**src/rtl/bb_bus_pkg.sv**
```systemverilog
`default_nettype none
// ============================================================================
// Module   : bb_bus_pkg
// Purpose  : Shared field widths and FSM state encoding for the bit-serial
//            bus master and slave ports.
// Revision : 1.0 - initial release
// ============================================================================
package bb_bus_pkg;

   // Serial frame field widths: device select, local address, data byte.
   localparam int DEV_BITS   = 4;
   localparam int LADDR_BITS = 12;
   localparam int DATA_BITS  = 8;

   // Width of the per-phase bit counter; large enough for the longest phase.
   localparam int CNT_BITS   = 4;

   typedef enum logic [3:0] {
      ST_IDLE      = 4'd0,
      ST_DEV_ADDR  = 4'd1,
      ST_ACK       = 4'd2,
      ST_ADDR      = 4'd3,
      ST_WR_DATA   = 4'd4,
      ST_WR_COMMIT = 4'd5,
      ST_RD_REQ    = 4'd6,
      ST_RD_WAIT   = 4'd7,
      ST_SPLIT     = 4'd8,
      ST_RD_DATA   = 4'd9
   } bb_state_e;

endpackage
`default_nettype wire

```
**src/rtl/bb_timeout_ctr.sv**
```systemverilog
`default_nettype none
// ============================================================================
// Module   : bb_timeout_ctr
// Purpose  : Loadable up-counter that saturates at LIMIT; o_hit is high while
//            the count has reached LIMIT.
// Revision : 1.0 - initial release
// ============================================================================
module bb_timeout_ctr #(
   parameter int LIMIT = 63,
   parameter int WIDTH = 6
) (
   input  logic             clk,
   input  logic             rstn,
   input  logic             i_load,
   input  logic [WIDTH-1:0] i_load_val,
   input  logic             i_inc,
   output logic             o_hit
);

   localparam logic [WIDTH-1:0] c_LIMIT = WIDTH'(LIMIT);

   logic [WIDTH-1:0] r_cnt;

   // Load has priority; otherwise count up and hold once LIMIT is reached.
   always_ff @(posedge clk or negedge rstn) begin
      if (!rstn) begin
         r_cnt <= '0;
      end else if (i_load) begin
         r_cnt <= i_load_val;
      end else if (i_inc && (r_cnt < c_LIMIT)) begin
         r_cnt <= r_cnt + 1'b1;
      end
   end

   assign o_hit = (r_cnt >= c_LIMIT);

endmodule
`default_nettype wire

```
**src/rtl/bb_slave_port.sv**
```systemverilog
`default_nettype none
// ============================================================================
// Module   : bb_slave_port
// Purpose  : Bit-serial bus slave. Decodes a device-select nibble, a 12-bit
//            local address and (for writes) a data byte, then issues single
//            cycle memory strobes; read data is returned serially, with an
//            optional split indication for slow memories.
// Revision : 1.0 - initial release
// ============================================================================
module bb_slave_port
   import bb_bus_pkg::*;
#(
   parameter logic [3:0] DEVICE_ID    = 4'h0,
   parameter bit         SPLIT_EN     = 1'b0,
   parameter int         SPLIT_THRESH = 4,
   parameter int         TIMEOUT      = 64
) (
   input  logic                  clk,
   input  logic                  rstn,
   input  logic                  mode,
   input  logic                  wr_bus,
   input  logic                  master_valid,
   output logic                  slave_ready,
   output logic                  rd_bus,
   output logic                  slave_valid,
   input  logic                  master_ready,
   output logic                  ack,
   output logic                  split,
   output logic [LADDR_BITS-1:0] s_addr,
   output logic [DATA_BITS-1:0]  s_wr_data,
   output logic                  s_wr_en,
   output logic                  s_rd_en,
   input  logic [DATA_BITS-1:0]  s_rd_data,
   input  logic                  s_rd_valid
);

   // Counters fire on the cycle their count equals LIMIT, so LIMIT is one
   // less than the number of cycles that must elapse.
   localparam int c_TO_LIM = (TIMEOUT > 1) ? TIMEOUT - 1 : 0;
   localparam int c_TO_W   = (c_TO_LIM > 0) ? $clog2(c_TO_LIM + 1) : 1;
   localparam int c_SP_LIM = (SPLIT_THRESH > 1) ? SPLIT_THRESH - 1 : 0;
   localparam int c_SP_W   = (c_SP_LIM > 0) ? $clog2(c_SP_LIM + 1) : 1;

   localparam logic [CNT_BITS-1:0] c_DEV_LAST  = CNT_BITS'(DEV_BITS - 1);
   localparam logic [CNT_BITS-1:0] c_ADDR_LAST = CNT_BITS'(LADDR_BITS - 1);
   localparam logic [CNT_BITS-1:0] c_DATA_LAST = CNT_BITS'(DATA_BITS - 1);

   bb_state_e               r_state;
   bb_state_e               w_next;
   logic [CNT_BITS-1:0]     r_bitcnt;
   logic [DEV_BITS-1:0]     r_dev;
   logic                    r_mode;
   logic [LADDR_BITS-1:0]   r_addr;
   logic [DATA_BITS-1:0]    r_wdata;
   logic [DATA_BITS-1:0]    r_cap;

   logic w_in_hs;
   logic w_out_hs;
   logic w_hs;
   logic w_state_chg;
   logic w_to_hit;
   logic w_split_hit;
   logic w_dev_match;

   assign w_in_hs     = master_valid & slave_ready;
   assign w_out_hs    = slave_valid & master_ready;
   assign w_hs        = w_in_hs | w_out_hs;
   assign w_state_chg = (w_next != r_state);
   assign w_dev_match = (r_dev == DEVICE_ID);

   // Idle-handshake watchdog: restarts on every handshake and state entry.
   bb_timeout_ctr #(
      .LIMIT (c_TO_LIM),
      .WIDTH (c_TO_W)
   ) u_timeout (
      .clk        (clk),
      .rstn       (rstn),
      .i_load     (w_state_chg | w_hs),
      .i_load_val ({c_TO_W{1'b0}}),
      .i_inc      (1'b1),
      .o_hit      (w_to_hit)
   );

   generate
      if (SPLIT_EN) begin : g_split
         // Read-latency counter; restarts on entry to RD_WAIT.
         bb_timeout_ctr #(
            .LIMIT (c_SP_LIM),
            .WIDTH (c_SP_W)
         ) u_split_ctr (
            .clk        (clk),
            .rstn       (rstn),
            .i_load     (w_state_chg),
            .i_load_val ({c_SP_W{1'b0}}),
            .i_inc      (1'b1),
            .o_hit      (w_split_hit)
         );
      end else begin : g_no_split
         assign w_split_hit = 1'b0;
      end
   endgenerate

   // State register.
   always_ff @(posedge clk or negedge rstn) begin
      if (!rstn) begin
         r_state <= ST_IDLE;
      end else begin
         r_state <= w_next;
      end
   end

   // Next-state decode.
   always_comb begin
      w_next = r_state;
      case (r_state)
         ST_IDLE: begin
            if (master_valid) w_next = ST_DEV_ADDR;
         end
         ST_DEV_ADDR: begin
            if (w_in_hs && (r_bitcnt == c_DEV_LAST)) w_next = ST_ACK;
            else if (!w_in_hs && w_to_hit)           w_next = ST_IDLE;
         end
         ST_ACK: begin
            w_next = w_dev_match ? ST_ADDR : ST_IDLE;
         end
         ST_ADDR: begin
            if (w_in_hs && (r_bitcnt == c_ADDR_LAST))
               w_next = r_mode ? ST_WR_DATA : ST_RD_REQ;
            else if (!w_in_hs && w_to_hit)
               w_next = ST_IDLE;
         end
         ST_WR_DATA: begin
            if (w_in_hs && (r_bitcnt == c_DATA_LAST)) w_next = ST_WR_COMMIT;
            else if (!w_in_hs && w_to_hit)            w_next = ST_IDLE;
         end
         ST_WR_COMMIT: w_next = ST_IDLE;
         ST_RD_REQ:    w_next = ST_RD_WAIT;
         ST_RD_WAIT: begin
            if (s_rd_valid)       w_next = ST_RD_DATA;
            else if (w_split_hit) w_next = ST_SPLIT;
         end
         ST_SPLIT: begin
            if (s_rd_valid) w_next = ST_RD_DATA;
         end
         ST_RD_DATA: begin
            if (w_out_hs && (r_bitcnt == c_DATA_LAST)) w_next = ST_IDLE;
            else if (!w_out_hs && w_to_hit)            w_next = ST_IDLE;
         end
         default: w_next = ST_IDLE;
      endcase
   end

   // Per-phase bit counter, restarted on every state entry.
   always_ff @(posedge clk or negedge rstn) begin
      if (!rstn) begin
         r_bitcnt <= '0;
      end else if (w_state_chg) begin
         r_bitcnt <= '0;
      end else if (w_hs) begin
         r_bitcnt <= r_bitcnt + 1'b1;
      end
   end

   // Shift registers for the inbound frame fields and the read capture.
   always_ff @(posedge clk or negedge rstn) begin
      if (!rstn) begin
         r_dev   <= '0;
         r_mode  <= 1'b0;
         r_addr  <= '0;
         r_wdata <= '0;
         r_cap   <= '0;
      end else begin
         if ((r_state == ST_DEV_ADDR) && w_in_hs) begin
            r_dev <= {r_dev[DEV_BITS-2:0], wr_bus};
            if (r_bitcnt == '0) r_mode <= mode;
         end
         if ((r_state == ST_ADDR) && w_in_hs)
            r_addr <= {r_addr[LADDR_BITS-2:0], wr_bus};
         if ((r_state == ST_WR_DATA) && w_in_hs)
            r_wdata <= {r_wdata[DATA_BITS-2:0], wr_bus};
         if (((r_state == ST_RD_WAIT) || (r_state == ST_SPLIT)) && s_rd_valid)
            r_cap <= s_rd_data;
         else if ((r_state == ST_RD_DATA) && w_out_hs)
            r_cap <= {r_cap[DATA_BITS-2:0], 1'b0};
      end
   end

   assign slave_ready = (r_state == ST_DEV_ADDR) || (r_state == ST_ADDR) ||
                        (r_state == ST_WR_DATA);
   assign slave_valid = (r_state == ST_RD_DATA);
   assign rd_bus      = (r_state == ST_RD_DATA) & r_cap[DATA_BITS-1];
   assign ack         = (r_state == ST_ACK) & w_dev_match;
   assign split       = (r_state == ST_SPLIT);
   assign s_wr_en     = (r_state == ST_WR_COMMIT);
   assign s_rd_en     = (r_state == ST_RD_REQ);
   assign s_addr      = r_addr;
   assign s_wr_data   = r_wdata;

endmodule
`default_nettype wire

```
**config.mk**
```make
export PLATFORM = sky130hd
export DESIGN_NAME = bb_slave_port
export DESIGN_NICKNAME = d
export VERILOG_FILES = /design/src/rtl/bb_bus_pkg.sv /design/src/rtl/bb_timeout_ctr.sv /design/src/rtl/bb_slave_port.sv
export SDC_FILE = /design/constraint.sdc
export NUM_CORES = 1
export LEC_CHECK = 0
export CAP_MARGIN = 30
export CORE_MARGIN = 5
export CORE_UTILIZATION = 53
export CTS_CLUSTER_DIAMETER = 150
export DETAILED_ROUTE_END_ITERATION = 12
export PLACE_DENSITY_LB_ADDON = 0.08
export SYNTH_ARGS = -nofsm -noshare
export SYNTH_HDL_FRONTEND = slang
export SYNTH_HIERARCHICAL = 1
export SYNTH_SLANG_ARGS = --single-unit
```
**constraint.sdc**
```tcl
create_clock -name clk -period 3.9 [get_ports clk]
set_clock_uncertainty 0.05 [all_clocks]
set_input_delay 0.78 -clock clk [delete_from_list [all_inputs] [get_ports clk]]
set_output_delay 0.78 -clock clk [all_outputs]
set_load 0.005 [all_outputs]
```
==> results of run 1 <==
## where the power goes
part | internal (mW) | switching (mW)
logic | 0.236 | 0.196
clock network | 0.193 | 0.170
registers | 0.588 | 0.121
## worst max path at each step
stage	start	endpoint	slack, ns	depth (start not counted)
CTS	u_timeout/r_cnt[0]	u_timeout/r_cnt[1]	0.60	9
finish	u_timeout/r_cnt[0]	u_timeout/r_cnt[1]	0.58	9
global placement	master_ready	u_timeout/r_cnt[1]	0.42	7
floorplan	u_timeout/r_cnt[0]	u_timeout/r_cnt[2]	1.02	10
detailed placement	master_ready	u_timeout/r_cnt[1]	0.34	7
global route	u_timeout/r_cnt[0]	u_timeout/r_cnt[1]	0.38	9
## routing by layer
layer,track usage,vias to the layer above,wire length [um]
li1,-,978,-
met1,0.245,921,2360
met2,0.294,55,2580
met3,0.0463,7,278
met4,0.0726,0,85
met5,0,-,0
## cell usage after synthesis (all sizes together) (5+ instances only)
master and count:
dfrtp 47, nand2 31, mux2 25, nor2 11, a21oi 9, clkbuf 9
o21ai 8, inv 7, nand3 7, a22oi 6, buf 5, nor3 5
nor3b 5
## cells by family (layout without fill, tap and decap cells)
logic type | Yosys count | in the layout
buf+inv | 21 | 60
other cells | 2 | 7
mux | 29 | 29
simple gates | 97 | 97
flops | 47 | 47
compound gates | 44 | 44
fa+ha+maj | 3 | 3
xor+xnor | 4 | 4
## sequential cells by signal, indices dropped and copies added (netlist names)
signal	count
u_timeout/r_cnt	6
r_mode	1
s_addr	12
r_cap	8
r_bitcnt	4
r_state	4
r_dev	4
s_wr_data	8
## through the flow
stage	power, mW	cells
5_1_grt	1.62	358
6_report	1.50	358
3_5_place_dp	1.15	350
3_3_place_gp	1.14	349
2_1_floorplan	1.02	252
4_1_cts	1.52	358
## cell type report
| cell class | instances | area share |
|---|---|---|
| Clock buffer | 5 | 0.0217 |
| Clock inverter | 3 | 0.0146 |
| Inverter | 7 | 0.00830 |
| Multi-Input combinational cell | 184 | 0.416 |
| Sequential cell | 47 | 0.372 |
| Tap cell | 67 | 0.0265 |
| Timing Repair Buffer | 45 | 0.142 |
==> impl_metrics.json, run 1 <==
{
  "status": "finished, final reports clean",
  "crit_fanout": 14,
  "synth_fa_ha_area_frac": 0.0146,
  "utilization": 0.670,
  "io_pins": 42,
  "crit_family": "simple AND/OR/NAND/NOR gates",
  "yosysUniqueCellTypes": 60,
  "r2r_cells": 9,
  "yosys.area.top_type": "dfrtp_1",
  "yosysSeqAreaShare": 0.456,
  "critPathArrivalTime_ns": 3.46,
  "leakagePower_nw": 1.45,
  "grt_pass1_wl_mm": 9.27,
  "ctsResizeCount": 0,
  "overflow": 0,
  "setup_ws_ns": 0.583,
  "design.die.area_mm2": 0.00636,
  "synth-main-ff-cell": "dfrtp_1",
  "ir_worst_vdd_uv": 278,
  "synth_top_family_by_area": "simple AND/OR/NAND/NOR gates",
  "r2r_start": "u_timeout/r_cnt[0]",
  "clk_latency_ns": 0.30,
  "vias": 1961,
  "r2r_end": "u_timeout/r_cnt[1]",
  "pre_cts_slack_ns": 0.336,
  "hpwl_mm": 3.84,
  "initial_utilization": 0.546,
  "min_path_type": "in2async",
  "synthSimpleGateAreaFrac": 0.220,
  "synth_compound_area_frac": 0.127,
  "finalInstanceArea_mm2": 0.00317,
  "grt_max_degree": 35,
  "hold_ws_ns": 0.313,
  "cpMaxStageDelayCell": "or3_1",
  "cts_made_buffers": 5,
  "antenna_found_initial": 0,
  "start_kind": "flop",
  "grt_pass1_vias": 1994,
  "yosysWarnings": 6,
  "avgRoutedWirePerCell_um": 14.8,
  "power_per_cell_area_mw_per_mm2": 475,
  "globalplace.congestion": 0.899,
  "end_kind": "flop",
  "synth_seq_cells": 47,
  "cts_buffer_depth": 2,
  "diodes": 0,
  "cts_tree": "done",
  "grt_use_total": 0.186,
  "maxCapViolCount": 0,
  "drtAntennaViolNets": 0,
  "synthMuxAreaShare": 0.125,
  "hold_viol": 0,
  "cts_sinks": 47,
  "fin_nets": 308,
  "rsz0062_at_grt": "no",
  "fmax_mhz": 301,
  "drcViolationCount": 0,
  "critical_path_class": "reg2reg",
  "drt-pass1-iter-count": 4,
  "seq_area_mm2": 0.00118,
  "period_share": 0.850,
  "synth_xor_area_frac": 0.0136,
  "drive_gt1_frac": 0.172,
  "io_buffers": 41,
  "coreArea_mm2": 0.00472,
  "nFillCells": 376,
  "relSlewSlack": 0.640,
  "final_cell_mix": "47 x dfrtp_1, 40 x clkdlybuf4s50_1, 31 x nand2_1, 25 x mux2_2, 11 x nor2_1",
  "cpPeakStageDelay_ns": 0.57,
  "rows": 25,
  "synth_area_leaders": "dfrtp_1 46%, mux2_2 11%, nand2_1 4.5%, a22oi_1 1.7%, nor2_1 1.6%",
  "finalSetupViolCount": 0,
  "die_x_um": 79.7,
  "postSynth.asyncResetShare": 1.00,
  "place_area_mm2": 0.00305,
  "period_needed_ns": 3.32,
  "multi_input_area_mm2": 0.00132,
  "netlist_instances": 247,
  "r2r_slack_ns": 0.58,
  "final_common_cell": "dfrtp_1",
  "cts_hold_buf": 0,
  "post_cts_buffers": 0,
  "path_cells": "ha_1 -> nand4_1 -> nor2_1 -> nor2b_1 -> nor3_1 -> o32ai_1 -> or4_4 -> or3_1 -> o31a_1",
  "required_ns": 4.04,
  "crit_buf_inv": 0,
  "finalMaxSlewViolations": 0,
  "drt_iter0_drc": 157,
  "die_y_um": 79.7,
  "root_buffer": "clkbuf_8",
  "area_delta_synth_final_pct": 22.8,
  "clkTransAtPathRegs_ns": 0.09,
  "h-tree-depth": 2,
  "viasPerCell": 5.48,
  "worst_pin_slew_ns": 0.540,
  "synth.avg_cell_area_um2": 10.4,
  "totalWireLength_mm": 5.30,
  "fin_setup_tns_ns": 0,
  "synth_top_area_share": 0.456,
  "synth_edf_count": 0,
  "post_synth_instance_area_mm2": 0.00258
}
No activity file was read; power rests on OpenSTA's default activity.
==> inputs of run 2 (changes only) <==
CTS_CLUSTER_SIZE = 30   (was not set)
==> results of run 2 <==
The final DEF is identical to that of run 1; final timing and power are the same.
==> inputs of run 3 (changes only) <==
SLEW_MARGIN = 25   (was not set)
==> run 3 against run 2 <==
Maximum frequency increased by 0.51%. Critical path type unchanged. Via count is 0.31% higher. Power up 4.9%. Sequential power about the same. Setup slack improved by 0.017 ns. Count of clock-buffer cells in the layout unchanged.
==> impl_metrics.json, run 3 (same netlist as run 1, synthesis figures left out) <==
{
  "hpwl_mm": 3.92,
  "start_kind": "flop",
  "drcViolationCount": 0,
  "totalWireLength_mm": 5.35,
  "r2r_start": "u_timeout/r_cnt[0]",
  "avgRoutedWirePerCell_um": 14.9,
  "viasPerCell": 5.49,
  "overflow": 0,
  "die_y_um": 79.7,
  "finalMaxSlewViolations": 0,
  "h-tree-depth": 2,
  "end_kind": "flop",
  "drt-pass1-iter-count": 4,
  "hold_viol": 0,
  "cpMaxStageDelayCell": "or3_1",
  "power_per_cell_area_mw_per_mm2": 493,
  "grt_use_total": 0.183,
  "design.die.area_mm2": 0.00636,
  "period_share": 0.846,
  "leakagePower_nw": 1.47,
  "startpoint": "u_timeout/r_cnt[0]",
  "largest_register_ffs": 12,
  "globalplace.congestion": 0.899,
  "pre_cts_slack_ns": 0.340,
  "setup_ws_ns": 0.600,
  "min_path_type": "in2async",
  "drtAntennaViolNets": 0,
  "cts_made_buffers": 5,
  "period_needed_ns": 3.30,
  "status": "finished, final reports clean",
  "required_ns": 4.05,
  "crit_fanout": 14,
  "r2r_slack_ns": 0.60,
  "crit_family": "simple AND/OR/NAND/NOR gates",
  "nFillCells": 380,
  "rows": 25,
  "ir_worst_vdd_uv": 333,
  "die_x_um": 79.7,
  "fin_setup_tns_ns": 0,
  "cts_hold_buf": 0,
  "crit_end": "u_timeout/r_cnt[1]",
  "crit_cells": 9,
  "path_cells": "ha_1 -> nand4_1 -> nor2_1 -> nor2b_1 -> nor3_1 -> o32ai_1 -> or4_4 -> or3_1 -> o31a_1",
  "fmax_mhz": 303,
  "cpPeakStageDelay_ns": 0.57,
  "relSlewSlack": 0.619,
  "cts_buffer_depth": 2,
  "maxCapViolCount": 0,
  "io_pins": 42,
  "critical_path_class": "reg2reg",
  "clkTransAtPathRegs_ns": 0.09,
  "finalSetupViolCount": 0,
  "clk_latency_ns": 0.30,
  "final_cell_mix": "47 x dfrtp_1, 40 x clkdlybuf4s50_1, 31 x nand2_1, 25 x mux2_2, 11 x nor2_1",
  "grt_max_degree": 25,
  "coreArea_mm2": 0.00472,
  "drive_gt1_frac": 0.172,
  "antenna_found_initial": 0,
  "post_cts_buffers": 0,
  "utilization": 0.677,
  "fin_nets": 308,
  "grt_pass1_vias": 1990,
  "rsz0062_at_grt": "no",
  "r2r_cells": 9,
  "drt_iter0_drc": 122,
  "root_buffer": "clkbuf_8",
  "io_buffers": 41,
  "final_common_cell": "dfrtp_1",
  "ctsResizeCount": 0,
  "crit_buf_inv": 0,
  "grt_pass1_wl_mm": 9.18,
  "cts_tree": "done",
  "vias": 1967,
  "r2r_end": "u_timeout/r_cnt[1]",
  "diodes": 0,
  "worst_pin_slew_ns": 0.571,
  "area_delta_synth_final_pct": 24.1,
  "initial_utilization": 0.546,
  "critPathArrivalTime_ns": 3.45,
  "cts_sinks": 47
}
-- run 3: cell type report --
| class | instances | area, um2 | area share |
|---|---|---|---|
| multi-input cells | 184 | 1320 | 0.412 |
| flip-flops and latches | 47 | 1180 | 0.368 |
| repair buffers | 45 | 455 | 0.142 |
| well taps | 67 | 83.8 | 0.0262 |
| clock inverters | 3 | 71.3 | 0.0223 |
| inverters | 7 | 26.3 | 0.00822 |
| clock buffers | 5 | 68.8 | 0.0215 |
-- run 3: worst min-delay path by stage --
| stage | startpoint | to | slack (ns) |
|---|---|---|---|
| 2_1_floorplan | r_cap[7] | r_cap[7] | 0.39 |
| 4_1_cts | rstn | s_wr_data[7] | 0.42 |
| 3_5_place_dp | r_cap[5] | r_cap[5] | 0.42 |
| 3_3_place_gp | r_cap[4] | r_cap[4] | 0.41 |
| 5_1_grt | rstn | s_wr_data[3] | 0.44 |
| 6_report | rstn | s_wr_data[7] | 0.41 |
-- run 3: worst register-to-register path, stage by stage, from the launching register on --
cell     delay [ns]
dfrtp_1        0.44
ha_1           0.28
nand4_1        0.19
nor2_1         0.13
nor2b_1        0.17
nor3_1         0.37
o32ai_1        0.16
or4_4          0.47
or3_1          0.57
o31a_1         0.36
-- run 3: layer usage --
layer,track usage,routed length [um],up-vias
met2,0.295,2620,45
met1,0.236,2380,939
met4,0.0676,68,0
met3,0.0485,283,6
met5,0,0,-
li1,-,-,977
-- run 3: stage by stage --
stage,instance area [um2],total power [mW],instances,hold slack [ns]
3_3_place_gp,3030,1.14,349,0.409
6_report,3200,1.58,358,0.409
5_1_grt,3200,1.68,358,0.442
3_5_place_dp,3060,1.15,350,0.423
2_1_floorplan,2600,1.02,252,0.388
4_1_cts,3200,1.59,358,0.421
-- run 3: where the power goes --
group | total [mW] | leakage, nW | internal [mW] | switching [mW]
Clock | 0.433 | 0.0703 | 0.260 | 0.173
Sequential | 0.709 | 0.616 | 0.588 | 0.121
Combinational | 0.436 | 0.784 | 0.237 | 0.199
Total | 1.58 | 1.47 | 1.08 | 0.493
==> edit, RTL diff (flow settings as in run 3) <==
Encoding of `bb_state_e`: now Gray code (4 bits for 10 states).
--- a/src/rtl/bb_bus_pkg.sv
+++ b/src/rtl/bb_bus_pkg.sv
@@ -18,12 +18,12 @@
    typedef enum logic [3:0] {
-      ST_IDLE      = 4'd0,
-      ST_DEV_ADDR  = 4'd1,
-      ST_ACK       = 4'd2,
-      ST_ADDR      = 4'd3,
-      ST_WR_DATA   = 4'd4,
-      ST_WR_COMMIT = 4'd5,
-      ST_RD_REQ    = 4'd6,
-      ST_RD_WAIT   = 4'd7,
-      ST_SPLIT     = 4'd8,
-      ST_RD_DATA   = 4'd9
+      ST_IDLE      = 4'b0000,
+      ST_DEV_ADDR  = 4'b0001,
+      ST_ACK       = 4'b0011,
+      ST_ADDR      = 4'b0010,
+      ST_WR_DATA   = 4'b0110,
+      ST_WR_COMMIT = 4'b0111,
+      ST_RD_REQ    = 4'b0101,
+      ST_RD_WAIT   = 4'b0100,
+      ST_SPLIT     = 4'b1100,
+      ST_RD_DATA   = 4'b1101
    } bb_state_e;
Behaviour: no difference found for any inputs over 10 cycles, from zero or initial values and one cycle with rstn low; not proved beyond that.
==> edit against run 3 <==
  * Setup slack lost 0.033 ns
  * Total power is 8.2% higher
  * Wire length fell by 6.9%
  * Design area down 5.1%
  * Sequential cell count is the same
  * Worst hold slack improved by 0.010 ns
  * Non-clock buffer count stayed put
  * Synthesized area shrank 4.9%
  * Final cell count decreased by 6.7%
  * Sequential share of layout area is 2.0 points higher
  * Clock power down 19%
  * Critical endpoint unchanged
  * Largest cell class unchanged
  * Highest routed layer unchanged
==> edit: results (changes against run 3) <==
[cells_and_area]
nNetsFinal = 300  ; -2.6%
final-nonclk-buf-share = 0.150  ; +0.00763
inverters = 11  ; +4
drive_gt1_frac = 0.167  ; -0.00515
nMultiInputCombCells = 172  ; -6.5%
area_delta_synth_final_pct = 23.8
multiInputGateArea_sq_um = 1190  ; -9.5%
clock_tree_area_fraction = 0.0350  ; -0.00878
filler_cell_count = 369  ; -2.9%
seq_cells = 47  ; unchanged
seq-cell-share = 0.387  ; +0.0197

[critical_path]
cpPeakStageDelay_ns = 0.63  ; +0.06 ns
crit_start = master_valid
arrival_ns = 3.47  ; +0.02 ns
worst_r2r_path_depth = 10  ; +1
setup.reg_to_reg.worst_slack_ns = 0.94  ; +0.34 ns

[global_routing]
gr-usage-met2 = 0.260  ; -0.0351
met1_usage = 0.247  ; +0.0108
vias_in_the_first_global_route = 1789  ; -10%
gr_util_all_layers = 0.172  ; -0.0112
grt_first_pass_wirelength_um = 8560  ; -6.8%
met3_usage = 0.0405  ; -0.00802

[outcome]
outcome = complete, no violations

[placement]
hpwlAfterDp_um = 3700  ; -5.7%
place_area_sq_um = 2930  ; -4.2%
numPlacedInstances = 327  ; -6.6%
gpl.final_weighted_congestion = 0.943  ; +4.8%
place_worst_setup_slack_ns = 0.273  ; -0.0670 ns

[drt]
detailroute.wirelength.met2_um = 2310  ; -12%
routed_wl_um = 4980  ; -6.9%
wl_per_cell_um = 14.9  ; -0.23%
post_drt_via_cell_ratio = 5.52  ; +0.48%
drt_first_iter_violations = 128  ; +4.9%
detailroute.wirelength.met3_um = 231  ; -18%
wirelength_met1_um = 2400  ; +0.88%

[power_and_ir_drop]
worst_ir_drop_vdd_mv = 0.311  ; -6.8%
p_int_w = 0.00109  ; +0.60%
p_leak_nw = 1.41  ; -4.2%

[synthesis]
synth.top_cells.by_count = 47 x sky130_fd_sc_hd__dfrtp_1, 27 x sky130_fd_sc_hd__nand2_1, 24 x sky130_fd_sc_hd__mux2_2
synthAdderAreaFrac = 0.0153  ; +0.000751
post_synthesis_average_cell_area_sq_um = 10.5  ; +0.38%
synth_compound_gate_area_share = 0.111  ; -0.0164
post_synth_xor_area_fraction = 0.0143  ; +0.000701
synth.area.top_cells = sky130_fd_sc_hd__dfrtp_1 48%, sky130_fd_sc_hd__mux2_2 11%, sky130_fd_sc_hd__nand2_1 4.1%
part_of_the_yosys_area_used_for_sequential_elements = 0.480  ; +0.0235
yosys-mux-area-fraction = 0.129  ; +0.00388
post_synth_num_cell_types = 52  ; -13%

[sta]
final.period_utilization = 0.855  ; +0.00852
worst-slew-pin-transition_ns = 0.564  ; -0.00689 ns

[die]
fp-row-count = 24  ; -4.0%

## edit: worst min path at each step
stage / startpoint / end / slack [ns] / cells after the start
global route: rstn / r_cap[0]$_DFFE_PN0P_ / 0.46 / 1
CTS: rstn / u_timeout/r_cnt[3]$_DFFE_PN0P_ / 0.44 / 1
floorplan: r_cap[7]$_DFFE_PN0P_ / r_cap[7]$_DFFE_PN0P_ / 0.39 / 2
detailed placement: r_cap[4]$_DFFE_PN0P_ / r_cap[4]$_DFFE_PN0P_ / 0.42 / 2
global placement: r_cap[5]$_DFFE_PN0P_ / r_cap[5]$_DFFE_PN0P_ / 0.41 / 2
finish: rstn / u_timeout/r_cnt[3]$_DFFE_PN0P_ / 0.42 / 1
## edit: power groups by stage
stage          sequential, W  combinational, W  clock, W
4_1_cts             0.000738          0.000622  0.000356
6_report            0.000739          0.000620  0.000349
5_1_grt             0.000760          0.000696  0.000377
3_5_place_dp        0.000747          0.000621         0
2_1_floorplan       0.000686          0.000517         0
3_3_place_gp        0.000745          0.000600         0
